===== src/rtl/rgmii_tx_ddr_gen_pkg.sv =====
// rgmii_tx_ddr_gen_pkg: shared MAC speed encodings and default RGMII clock divisors
package rgmii_tx_ddr_gen_pkg;
  localparam logic [1:0] SPEED_10M = 2'b00;
  localparam logic [1:0] SPEED_100M = 2'b01;
  localparam logic [1:0] SPEED_1000M = 2'b10;
  localparam int DIV_100_DEF = 5;
  localparam int DIV_10_DEF = 50;
endpackage


===== src/rtl/rgmii_tx_ddr_gen.sv =====
// rgmii_tx_ddr_gen: GMII to RGMII DDR-pair generator with 10/100/1000 clock division
module rgmii_tx_ddr_gen import rgmii_tx_ddr_gen_pkg::*; #(
  parameter int DIV_100 = DIV_100_DEF,
  parameter int DIV_10 = DIV_10_DEF
) (
  input  logic       clk,
  input  logic       rst,
  input  logic [1:0] speed,
  input  logic [7:0] mac_gmii_txd,
  input  logic       mac_gmii_tx_en,
  input  logic       mac_gmii_tx_er,
  output logic       mac_gmii_tx_clk_en,
  output logic       tx_clk_d1,
  output logic       tx_clk_d2,
  output logic [3:0] txd_d1,
  output logic [3:0] txd_d2,
  output logic       tx_ctl_d1,
  output logic       tx_ctl_d2,
  output logic [1:0] speed_active
);
  localparam int CW = $clog2(DIV_10);
  localparam int W = CW + 2;
  logic [CW-1:0] cnt;
  logic [7:0] h_txd, n_txd;
  logic h_en, h_er, n_en, n_er, gig, last;
  logic [W-1:0] p, k0, k1;
  always_comb begin
    gig = speed_active == SPEED_1000M;
    p = speed_active == SPEED_10M ? W'(DIV_10) : speed_active == SPEED_100M ? W'(DIV_100) : W'(1);
    k0 = {1'b0, cnt, 1'b0};
    k1 = {1'b0, cnt, 1'b1};
    last = {2'b00, cnt} == p - W'(1);
    n_txd = cnt == '0 ? mac_gmii_txd : h_txd;
    n_en = cnt == '0 ? mac_gmii_tx_en : h_en;
    n_er = cnt == '0 ? mac_gmii_tx_er : h_er;
  end
  assign mac_gmii_tx_clk_en = last;
  // speed is only taken at the period boundary so tx_clk never emits a runt pulse
  always_ff @(posedge clk) begin
    if (rst) begin
      cnt <= '0;
      speed_active <= SPEED_1000M;
      h_txd <= '0;
      h_en <= 1'b0;
      h_er <= 1'b0;
      tx_clk_d1 <= 1'b1;
      tx_clk_d2 <= 1'b0;
      txd_d1 <= '0;
      txd_d2 <= '0;
      tx_ctl_d1 <= 1'b0;
      tx_ctl_d2 <= 1'b0;
    end else begin
      cnt <= last ? '0 : cnt + 1'b1;
      if (last) speed_active <= speed[1] ? SPEED_1000M : speed;
      h_txd <= n_txd;
      h_en <= n_en;
      h_er <= n_er;
      tx_clk_d1 <= k0 < p;
      tx_clk_d2 <= k1 < p;
      txd_d1 <= n_txd[3:0];
      txd_d2 <= gig ? n_txd[7:4] : n_txd[3:0];
      tx_ctl_d1 <= k0 < p ? n_en : n_en ^ n_er;
      tx_ctl_d2 <= k1 < p ? n_en : n_en ^ n_er;
    end
  end
endmodule


===== config.mk =====
export PLATFORM = sky130hd
export DESIGN_NAME = rgmii_tx_ddr_gen
export DESIGN_NICKNAME = d
export VERILOG_FILES = /design/src/rtl/rgmii_tx_ddr_gen_pkg.sv /design/src/rtl/rgmii_tx_ddr_gen.sv
export SDC_FILE = /design/constraint.sdc
export NUM_CORES = 1
export LEC_CHECK = 0
export BUFFER_PORTS_ARGS = -buffer_cell sky130_fd_sc_hd__clkbuf_2
export CAP_MARGIN = 20
export CORE_MARGIN = 5
export CORE_UTILIZATION = 47
export DETAILED_ROUTE_END_ITERATION = 12
export PLACE_DENSITY = 0.81
export SYNTH_ARGS = -nofsm -noshare
export SYNTH_HDL_FRONTEND = slang
export SYNTH_SLANG_ARGS = --single-unit

===== constraint.sdc =====
create_clock -name clk -period 2.1 [get_ports clk]
set_input_delay 0.315 -clock clk [delete_from_list [all_inputs] [get_ports clk]]
set_output_delay 0.315 -clock clk [all_outputs]
set_load 0.03 [all_outputs]

Word-level counts from Yosys, hierarchy flattened
Cells that the tools add are included.
- output and inout bits: 15
- flip-flop bits (word level): 30
- logic and storage cells: 31
- input bits: 14
- order comparisons: 2
- $add $sub $neg: 2
- bitwise operators: 1
- multiplexer cells: 9
- equal/unequal tests: 3
- reduce and logical (&&, ||, !) cells: 3
- operators with widths (kind ; number):
    $lt A7 B6 Y1 ; 2
    $eq A6 B8 Y1 ; 1
    $mux W8 ; 1
    $sub A6 B1 Y7 const B ; 1
    $add A6 B1 Y6 const B ; 1
    $logic_not A6 Y1 ; 1
    $mux W6 ; 1
    $mux W1 ; 4
    $mux W4 ; 1
    $mux W3 ; 1
    $eq A2 B1 Y1 const B ; 1
    $eq A2 B2 Y1 const B ; 1
    $logic_not A2 Y1 ; 1
    $mux W2 ; 1
    $reduce_or A2 Y1 ; 1
    $xor A1 B1 Y1 ; 1

Depth between registers and ports, before layout
Gate-level depths: netlist of the first run.
- depth in word-level cells: 6
- mapped depth: 8
- depth with buffers taken out: 7

Least setup slack after synthesis of the first run
No wires, ideal clock.
- kind: register -> register
- start: register speed_active[0]
- end: register tx_ctl_d1
- slack: -0.116 ns
- period minus slack after synthesis: 2.216 ns
- cell stages (with the launch flop): 9
- arrival: 2.096 ns
- cell sequence: dfxtp_1 buf_4 or2b_2 ha_1 a21oi_1 o21ai_0 a2111oi_1 nor2_1 mux2i_1
- longest elaborated chain between the ends: 5
- RTL lines (element ; line ; RTL):
    start: declaration ; rgmii_tx_ddr_gen.sv:19 ; output logic [1:0] speed_active
    start signal: assignment ; rgmii_tx_ddr_gen.sv:54 ; if (last) speed_active <= speed[1] ? SPEED_1000M : speed;
    $eq A2 B1 Y1 ; rgmii_tx_ddr_gen.sv:29 ; p = speed_active == SPEED_10M ? W'(DIV_10) : speed_active == SPEED_100M ? W'(DIV_100) : W'(1);
    $mux W3 ; rgmii_tx_ddr_gen.sv:29 ;
    $mux W6 * ; rgmii_tx_ddr_gen.sv:29 ;
    $lt A7 B6 Y1 * ; rgmii_tx_ddr_gen.sv:62 ; tx_ctl_d1 <= k0 < p ? n_en : n_en ^ n_er;
    $mux W1 * ; rgmii_tx_ddr_gen.sv:62 ;
    end signal: assignment ; rgmii_tx_ddr_gen.sv:62 ;
    end: declaration ; rgmii_tx_ddr_gen.sv:17 ; output logic tx_ctl_d1,
Mark *: on every way between the ends. The rest lies on a longest branch, timed or not.
A chain may end at the register's enable or synchronous reset.

Final worst setup path of the first run
- start: register speed_active[0]
- end: output port mac_gmii_tx_clk_en
- longest elaborated chain between the ends: 5
- RTL lines (element ; line ; RTL):
    $eq A2 B1 Y1 ; rgmii_tx_ddr_gen.sv:29 ;
    $mux W3 ; rgmii_tx_ddr_gen.sv:29 ;
    $mux W6 * ; rgmii_tx_ddr_gen.sv:29 ;
    $sub A6 B1 Y7 * ; rgmii_tx_ddr_gen.sv:32 ; last = {2'b00, cnt} == p - W'(1);
    $eq A6 B8 Y1 * ; rgmii_tx_ddr_gen.sv:32 ;
    end: declaration ; rgmii_tx_ddr_gen.sv:12 ; output logic mac_gmii_tx_clk_en,
Marks and branches as above.

==> results.md, run 1 <==
- PwrDens: 1550 nW/um^2
- Max Clk Rate: 0.496 GHz
- CTS Hold Bufs: 0
- Post-Route Setup TNS: 0 ns
- Worst slew pin tran: 0.395 ns
- Setup WS post-layout: 0.0856 ns
- Placement Setup Slack: 0.0277 ns
- Synthesized area: 1310 um^2
- Final core utilization: 57.0%
- CP max FO: 6
- CP peak stage delay: 0.39 ns
- Core Region: 2710 um^2
- Maximum vdd drop: 1.04 mV
- DIE AREA: 3950 um^2
- Avg WL per Cell: 13.2 um
- Initial antenna violation count: 0
- Final hold violations: 0
- Delay-heaviest family, CP: simple AND/OR/NAND/NOR gates
- FF-to-FF End: tx_ctl_d1
- First-pass GRT wire length: 4.55 mm
- CP Cell Sequence: or2_4 > ha_4 > nand2_4 > nor4_4 > clkbuf_8
- N_diodes: 0
- Vias: 1036
- Most used routing layer: met2
- CTS Buf Count: 3
- Area of the multi-input gates: 736 um^2
- # fillers: 243
- Run status: completed
- Post-synth EDFFs: 0
- Critical-path top delay cell: dfxtp_4
- Finished layout cell area: 1540 um^2
- Synth top area share: 39.7%
- Final Non-Filler Cells: 194
- Die height: 62.8 um
- Setup violators final: 0
- Fin crit share: 95.9%
- CP startpoint kind: flop
- Netlist cell types: 37
- Worst hold stages: 2
- Clk pin slew, worst setup/hold paths: 0.13 ns
- Global route overflow: 0
- Maximum clock path buffer count: 2
- Iter 0 DRT Violations: 74
- Met3 usage: 3.24%
- Worst slew margin: 73.7%
- Gate Count Post-Synth: 137
- Post-Syn Area per Cell: 9.58 um^2
- Sequential fraction of the synthesis area: 39.7%
- WP data required: 1.78 ns
- Vias in the first global route: 1075
- Area Growth Syn to Fin: 17.6%
- Synth async-reset ratio: 0%
- Starting Density: 48.4%
- Antenna Nets Post-Route: 0
- Worst hold path endpoint: speed_active[1]
- DRT Wirelength: 2.55 mm
- Root Driver: clkbuf_4
- GRT met2 Usage: 24.9%
- Hold Path Class: input pin to flop
- Cell Rows: 19
- Sink Count: 26
- Largest net degree at the start of global routing: 21
- Synth area leader: dfxtp_1
- Clock Latency Late Sink: 0.31 ns
- Hold Crit Start: speed[1]
- GPL Wtd Cong: 0.789
- Clk_skew: 0.0107 ns
- GRT Total Usage: 14.0%
- Vias per inst: 5.34
- DP Cell Count: 185
- DRC violations left: 0
- R2r startpoint: speed_active[0]
- Reg2reg path depth: 7
- I/O Pins: 29
- HPWL after detailed placement: 1.94 mm
- CP Depth: 5
- Crit Path Class: flop to output port
- H-tree level count: 1
- Main flop type after synthesis: dfxtp_1
- Port buffer count: 28
- Share of layout cells above drive strength 1: 36.2%
- Crit path DAT: 1.70 ns
- Crit end category: output port
- NumNets Final: 183
- Buffers & Inverters on Critical Path: 1
- CTS tree: yes
- Leak Pwr: 0.684 nW
- DP Area: 1460 um^2
- Largest cells by area after synthesis: dfxtp_1, mux2i_1, nor2_1
- Max cap viols: 0
- Final min period: 2.01 ns
- R2R setup slack: 0.14 ns
- First-pass DRT Iterations: 4
- M1 GR Usage: 16.0%
- Sequential cell area: 529 um^2
- Chip width: 62.8 um
- Max Slew Vio Count: 0
- Synth Register Bits: 26
- YS warnings: 0
- Syn Nets: 156
## report_power, final
part	internal [W]	total, W	switching (W)
Sequential	0.000659	0.000768	0.000109
Combinational	0.000646	0.00142	0.000778
Clock	0.0000741	0.000207	0.000133
## flip-flops by register name (all words and copies together) (netlist names)
| name | cells |
|---|---|
| h_er | 1 |
| txd_d2 | 4 |
| tx_ctl_d1 | 1 |
| h_en | 1 |
| txd_d1 | 3 |
| cnt | 6 |
| tx_clk_d1 | 1 |
| tx_ctl_d2 | 1 |
| h_txd | 5 |
| tx_clk_d2 | 1 |
| speed_active | 2 |
## repair_timing
action	CTS	global route
setup endpoints to repair	2	2
pin swaps	1	1
setup buffers	1	4
gates resized for setup	3	2
## worst register-to-register path: stages (launching register included)
cell and delay [ns]:
dfxtp_4 0.40, or2b_2 0.30, ha_1 0.31, a21oi_1 0.15
o21ai_0 0.13, a2111oi_2 0.34, nor2_1 0.10, mux2i_1 0.12
## worst max path at each step
stage,from,to,slack (ns)
6_report,speed_active[0],mac_gmii_tx_clk_en,0.09
5_1_grt,speed_active[0],mac_gmii_tx_clk_en,-0.002
3_3_place_gp,speed_active[0],tx_ctl_d1,0.11
3_5_place_dp,speed_active[0],tx_ctl_d1,0.03
2_1_floorplan,speed_active[0],cnt[0],-0.05
4_1_cts,speed_active[0],mac_gmii_tx_clk_en,0.03
## cell usage after synthesis (3+ instances only)
| cell type | number |
|---|---|
| buf_4 | 5 |
| buf_2 | 5 |
| nand2_1 | 5 |
| dfxtp_1 | 26 |
| mux2_2 | 5 |
| o21ai_0 | 3 |
| a211oi_1 | 4 |
| mux2i_1 | 16 |
| or2_2 | 3 |
| inv_1 | 4 |
| ha_1 | 5 |
| nor2_1 | 24 |
## cells by family (layout without fill, tap and decap cells)
family | after synthesis | after routing | share of synthesized area, %
XOR/XNOR | 4 | 4 | 2.67
flip-flops | 26 | 26 | 39.7
adder cells (fa/ha/maj) | 5 | 5 | 4.77
AO/OA/AOI/OAI | 16 | 16 | 9.06
multiplexers | 21 | 21 | 16.5
AND/OR/NAND/NOR | 48 | 48 | 20.0
buffers and inverters | 17 | 43 | 7.34
## stage by stage
step | hold slack [ns] | total power, W
after floorplan | 0.432 | 0.00185
after CTS | 0.196 | 0.00238
after global placement | 0.475 | 0.00204
after detailed placement | 0.500 | 0.00210
after global routing | 0.205 | 0.00259
final | 0.210 | 0.00240
## final cells by class
cell class                      instances  share of cell area, %
Timing Repair Buffer                   35                   12.9
Tap cell                               31                   2.51
Inverter                                4                  0.972
Clock buffer                            4                   1.70
Multi-Input combinational cell         94                   47.6
Sequential cell                        26                   34.3
## layer usage
| metal | up-vias | wire length [um] |
|---|---|---|
| li1 | 516 | - |
| met1 | 501 | 1060 |
| met2 | 17 | 1380 |
| met3 | 2 | 94 |
| met4 | 0 | 17 |
| met5 | - | 0 |
## layout by cell type, fill, tap and decap left out, drive strengths merged, types with 2 or more instances in the layout
master,n
a211oi,4
a21oi,2
buf,6
clkbuf,33
dfxtp,26
ha,5
inv,4
mux2,5
mux2i,16
nand2,5
nand2b,2
nand3,3
nor2,24
o21ai,3
o31ai,2
or2,4
or2b,3
xnor2,2
xor2,2
Note: power is estimated with default switching activity, not from simulation.
==> run 2: changes to the inputs <==
--- a/config.mk
+++ b/config.mk
@@ -7,6 +7,7 @@
 export LEC_CHECK = 0
 export BUFFER_PORTS_ARGS = -buffer_cell sky130_fd_sc_hd__clkbuf_2
 export CAP_MARGIN = 20
+export CORE_ASPECT_RATIO = 2
 export CORE_MARGIN = 5
 export CORE_UTILIZATION = 47
 export DETAILED_ROUTE_END_ITERATION = 12
==> run 2 against run 1 <==
Net effect: utilization rose by 1.2 points; die area rose by 1.6%; sequential share of layout area fell by 1.1 points; maximum frequency fell by 1.9%; via count rose by 3.1%; combinational power rose by 6%; critical path depth rose by 3; critical path type is now flop to flop.
==> results.md, run 2 (synthesis results as in run 1) <==
- GPL Wtd Cong: 0.806
- I/O Pins: 29
- Avg WL per Cell: 14.0 um
- Hold Path Class: input pin to flop
- Vias in the first global route: 1132
- Worst slew margin: 73.4%
- Critical Path Source: speed_active[1]
- Leading cell types in the layout, fill and taps excluded: clkbuf_2, nor2_1, dfxtp_1, mux2i_1, buf_4
- DRT Wirelength: 2.73 mm
- FF-to-FF End: tx_ctl_d2
- Chip width: 47.4 um
- RSZ-0062 raised after global routing: yes
- Worst slew pin tran: 0.399 ns
- Root Driver: clkbuf_8
- Placement Setup Slack: 0.0888 ns
- GRT Total Usage: 15.6%
- Critical-path top delay cell: a2111o_1
- Final hold violations: 0
- NumNets Final: 186
- Crit path DAT: 2.25 ns
- Crit Path Class: flop to flop
- Leak Pwr: 0.707 nW
- Cell Rows: 27
- HPWL after detailed placement: 2.10 mm
- Final min period: 2.05 ns
- N_diodes: 0
- Max cap viols: 0
- Worst Setup EP: tx_ctl_d2
- Commonest non-fill, non-tap cell in the layout: clkbuf_2
- Vias: 1068
- Largest register FFs: 6
- Biggest register: cnt
- WP data required: 2.30 ns
- DIE AREA: 4010 um^2
- First-pass DRT Iterations: 4
- First-pass GRT wire length: 4.64 mm
- R2r startpoint: speed_active[1]
- PwrDens: 1600 nW/um^2
- CP Cell Sequence: buf_6 > or2_4 > ha_4 > buf_4 > and4b_4 > a2111o_1 > nand2_1 > mux2i_1
- Fin crit share: 97.8%
- Largest regs: cnt: 6 flops, h_txd: 5 flops, txd_d2: 4 flops
- Maximum clock path buffer count: 2
- Global route overflow: 0
- CP startpoint kind: flop
- Setup WS post-layout: 0.0472 ns
- Clk pin slew, worst setup/hold paths: 0.08 ns
- DP Area: 1480 um^2
- CP Depth: 8
- Share of layout cells above drive strength 1: 36.7%
- CP peak stage delay: 0.40 ns
- Finished layout cell area: 1590 um^2
- Buffers & Inverters on Critical Path: 2
- Delay-heaviest family, CP: simple AND/OR/NAND/NOR gates
- CTS Buf Count: 3
- Post-Route Setup TNS: 0 ns
- Starting Density: 48.0%
- Clock Latency Late Sink: 0.27 ns
- Maximum vdd drop: 0.894 mV
- Area Growth Syn to Fin: 21.3%
- Max Slew Vio Count: 0
- Die height: 84.7 um
- Largest net degree at the start of global routing: 21
- Setup violators final: 0
- H-tree level count: 1
- Iter 0 DRT Violations: 27
- R2R setup slack: 0.05 ns
- Max Clk Rate: 0.487 GHz
- Run status: completed
- Hold Worst Slack: 0.258 ns
- Initial antenna violation count: 0
- Crit end category: flop
- CP max FO: 4
- Core Region: 2740 um^2
- Sink Count: 26
- Reg2reg path depth: 8
- CTS tree: yes
- Vias per inst: 5.48
- DRC violations left: 0
- Port buffer count: 28
- Antenna Nets Post-Route: 0
- Clk_skew: 0.00191 ns
==> run 2: cell count changes in the layout (fill, tap and decap cells not counted), sizes merged <==
cell,change
buf,+4
clkbuf,-1
==> run 2: repair_timing <==
action | 4_1_cts | 5_1_grt
hold buffers | 0 | 0
resized for setup | 2 | 5
buffers inserted | 4 | 2
pin swaps | 4 | 3
endpoints found under the hold margin | 0 | 0
setup endpoints to repair | 1 | 3
==> run 2: area by class of cell <==
class,count,area [um^2]
Clock buffer,4,45.0
Fill cell,245,1140
Inverter,4,15.0
Multi-Input combinational cell,94,736
Sequential cell,26,528
Tap cell,29,36.3
Timing Repair Buffer,38,231
==> run 2: stage by stage <==
step	total power, W	util [%]	std cells
2_1_floorplan	0.00185	-	137
3_3_place_gp	0.00207	53.9	185
3_5_place_dp	0.00213	53.9	185
4_1_cts	0.00250	57.0	193
5_1_grt	0.00274	58.2	195
6_report	0.00255	58.2	195
==> run 2: worst min-delay path by stage <==
stage,start,end,slack (ns),depth (start not counted)
2_1_floorplan,speed[1],speed_active[1],0.43,1
3_3_place_gp,h_txd[5],h_txd[5],0.47,2
3_5_place_dp,h_txd[4],h_txd[4],0.51,2
4_1_cts,speed[1],speed_active[1],0.25,2
5_1_grt,speed[1],speed_active[1],0.27,2
6_report,speed[1],speed_active[1],0.26,2
==> run 2: worst register-to-register path, stage by stage (launching register included) <==
cell and delay (ns):
dfxtp_4 0.35, buf_6 0.12, or2_4 0.27, ha_4 0.23
buf_4 0.14, and4b_4 0.20, a2111o_1 0.40, nand2_1 0.10
mux2i_1 0.18
==> run 2: power breakdown <==
part           switching, W  internal (W)
clock              0.000143      0.000136
sequential        0.0000998      0.000659
combinational      0.000811      0.000703
==> run 2: metal layers <==
metal	GRT usage [%]	part of all wire [%]	vias to the layer above	wire, um
met2	27.1	58	29	1570
met5	0	0	-	0
met3	2.36	3.5	9	96
met1	15.7	35	513	958
met4	9.82	3.7	0	100
li1	-	-	517	-
==> run 3: changes to the inputs <==
--- a/config.mk
+++ b/config.mk
@@ -7,11 +7,13 @@
 export LEC_CHECK = 0
 export BUFFER_PORTS_ARGS = -buffer_cell sky130_fd_sc_hd__clkbuf_2
 export CAP_MARGIN = 20
+export CELL_PAD_IN_SITES_DETAIL_PLACEMENT = 2
+export CELL_PAD_IN_SITES_GLOBAL_PLACEMENT = 2
 export CORE_ASPECT_RATIO = 2
 export CORE_MARGIN = 5
-export CORE_UTILIZATION = 47
+export CORE_UTILIZATION = 29
 export DETAILED_ROUTE_END_ITERATION = 12
-export PLACE_DENSITY = 0.81
+export PLACE_DENSITY = 0.82
 export SYNTH_ARGS = -nofsm -noshare
 export SYNTH_HDL_FRONTEND = slang
 export SYNTH_SLANG_ARGS = --single-unit
==> run 3 against run 2 <==
Net effect: critical path depth fell by 1; largest cell class unchanged; sequential cell count did not move; sequential power rose by 2%; first-iteration DRC count fell by 93%; critical endpoint is now tx_ctl_d1; global-route usage fell by 3.4 points; design area fell by 1.3%.
==> results.md, run 3 (synthesis results as in run 1) <==
- Leading cell types in the layout, fill and taps excluded: clkbuf_2, nor2_1, dfxtp_1, mux2i_1, mux2_2
- Clk pin slew, worst setup/hold paths: 0.09 ns
- Hold Worst Slack: 0.267 ns
- Sequential cell area: 528 um^2
- Largest regs: cnt: 6 flops, h_txd: 5 flops, txd_d2: 4 flops
- First-pass GRT wire length: 5.72 mm
- DRC violations left: 0
- DRT Wirelength: 3.63 mm
- Crit end category: flop
- Crit Path Class: flop to flop
- Cell Rows: 34
- Antenna Nets Post-Route: 0
- Clock Latency Late Sink: 0.28 ns
- Largest net degree at the start of global routing: 21
- Final hold violations: 0
- First-pass DRT Iterations: 2
- Crit path DAT: 2.20 ns
- GRT Total Usage: 12.2%
- Avg WL per Cell: 16.9 um
- Port buffer count: 28
- Finished layout cell area: 1570 um^2
- Hold Crit Start: speed[1]
- Final min period: 2.02 ns
- RSZ-0062 raised after global routing: yes
- Max Slew Vio Count: 0
- Starting Density: 30.0%
- Global route overflow: 0
- Max cap viols: 0
- CP startpoint kind: flop
- Biggest register: cnt
- Core Region: 4380 um^2
- Hold Path Class: input pin to flop
- Max Clk Rate: 0.495 GHz
- Worst slew margin: 70.5%
- Maximum clock path buffer count: 2
- Vias per inst: 4.90
- Critical Path Source: speed_active[0]
- Run status: completed
- Largest register FFs: 6
- PwrDens: 1600 nW/um^2
- DP Area: 1510 um^2
- Fin crit share: 96.3%
- NumNets Final: 180
- # fillers: 495
- CTS Hold Bufs: 0
- Share of layout cells above drive strength 1: 34.4%
- Worst slew pin tran: 0.443 ns
- Commonest non-fill, non-tap cell in the layout: clkbuf_2
- Root Driver: clkbuf_8
- Vias: 1049
- Sink Count: 26
- Leak Pwr: 0.677 nW
- Die height: 105 um
- Final core utilization: 35.8%
- Setup violators final: 0
- CP max FO: 7
- HPWL after detailed placement: 2.82 mm
- Vias in the first global route: 1162
- DIE AREA: 6050 um^2
- Iter 0 DRT Violations: 2
- Area of the multi-input gates: 736 um^2
- CTS tree: yes
- Maximum vdd drop: 0.774 mV
- Area Growth Syn to Fin: 19.6%
- H-tree level count: 1
- R2r startpoint: speed_active[0]
- Chip width: 57.6 um
- N_diodes: 0
- CTS Buf Count: 3
- Clk_skew: 0.00234 ns
- GPL Wtd Cong: 0.723
- I/O Pins: 29
- Initial antenna violation count: 0
- WP data required: 2.27 ns
run 3: cell count changes in the layout (fill, tap and decap cells not counted), sizes merged:
cell,previous run,this run
clkinv,0,1
clkbuf,32,31
buf,10,4
run 3: through the flow:
step / power (W) / cells / setup WS, ns / setup TNS [ns]
2_1_floorplan: 0.00185 / 137 / -0.0518 / -0.307
3_3_place_gp: 0.00211 / 210 / 0.112 / 0
3_5_place_dp: 0.00219 / 210 / 0.0623 / 0
4_1_cts: 0.00252 / 214 / 0.0422 / 0
5_1_grt: 0.00269 / 214 / -0.0605 / -0.0716
6_report: 0.00251 / 214 / 0.0782 / 0
run 3: where the power goes:
part	switching (W)	total, W	internal [W]
registers	0.000115	0.000775	0.000660
logic	0.000832	0.00145	0.000615
clock network	0.000161	0.000292	0.000131
run 3: critical path, stage by stage, from the launching register on:
cell and delay, ns:
dfxtp_4 0.38, or2b_2 0.30, ha_1 0.31, a21oi_1 0.15, o21ai_0 0.14, a2111oi_2 0.41, nor2_1 0.10, mux2i_1 0.12
run 3: layout make-up:
| cell class | count | area share, % |
|---|---|---|
| flip-flops and latches | 26 | 33.6 |
| clock buffers | 3 | 2.63 |
| clock inverters | 1 | 0.239 |
| multi-input cells | 94 | 46.9 |
| well taps | 54 | 4.30 |
| repair buffers | 32 | 11.4 |
| inverters | 4 | 0.956 |
run 3: per-layer routing:
metal | track usage (%) | wire [um] | vias up
li1 | - | - | 505
met1 | 10.9 | 1230 | 521
met2 | 24.2 | 2220 | 19
met3 | 2.59 | 118 | 4
met4 | 5.80 | 67 | 0
met5 | 0 | 0 | -
run 3: final timing paths:
path	end	slack, ns	depth (start not counted)
worst max-delay path	tx_ctl_d1	0.08	7
worst min-delay path	speed_active[1]	0.27	2
worst max register to register	tx_ctl_d1	0.08	7
worst min register to register	h_txd[6]	0.52	2
run 3: repair_timing:
| item | CTS | global route |
|---|---|---|
| buffers inserted | 0 | 0 |
| setup endpoints to repair | 1 | 3 |
| gates resized for setup | 2 | 2 |
| pin swaps | 1 | 0 |
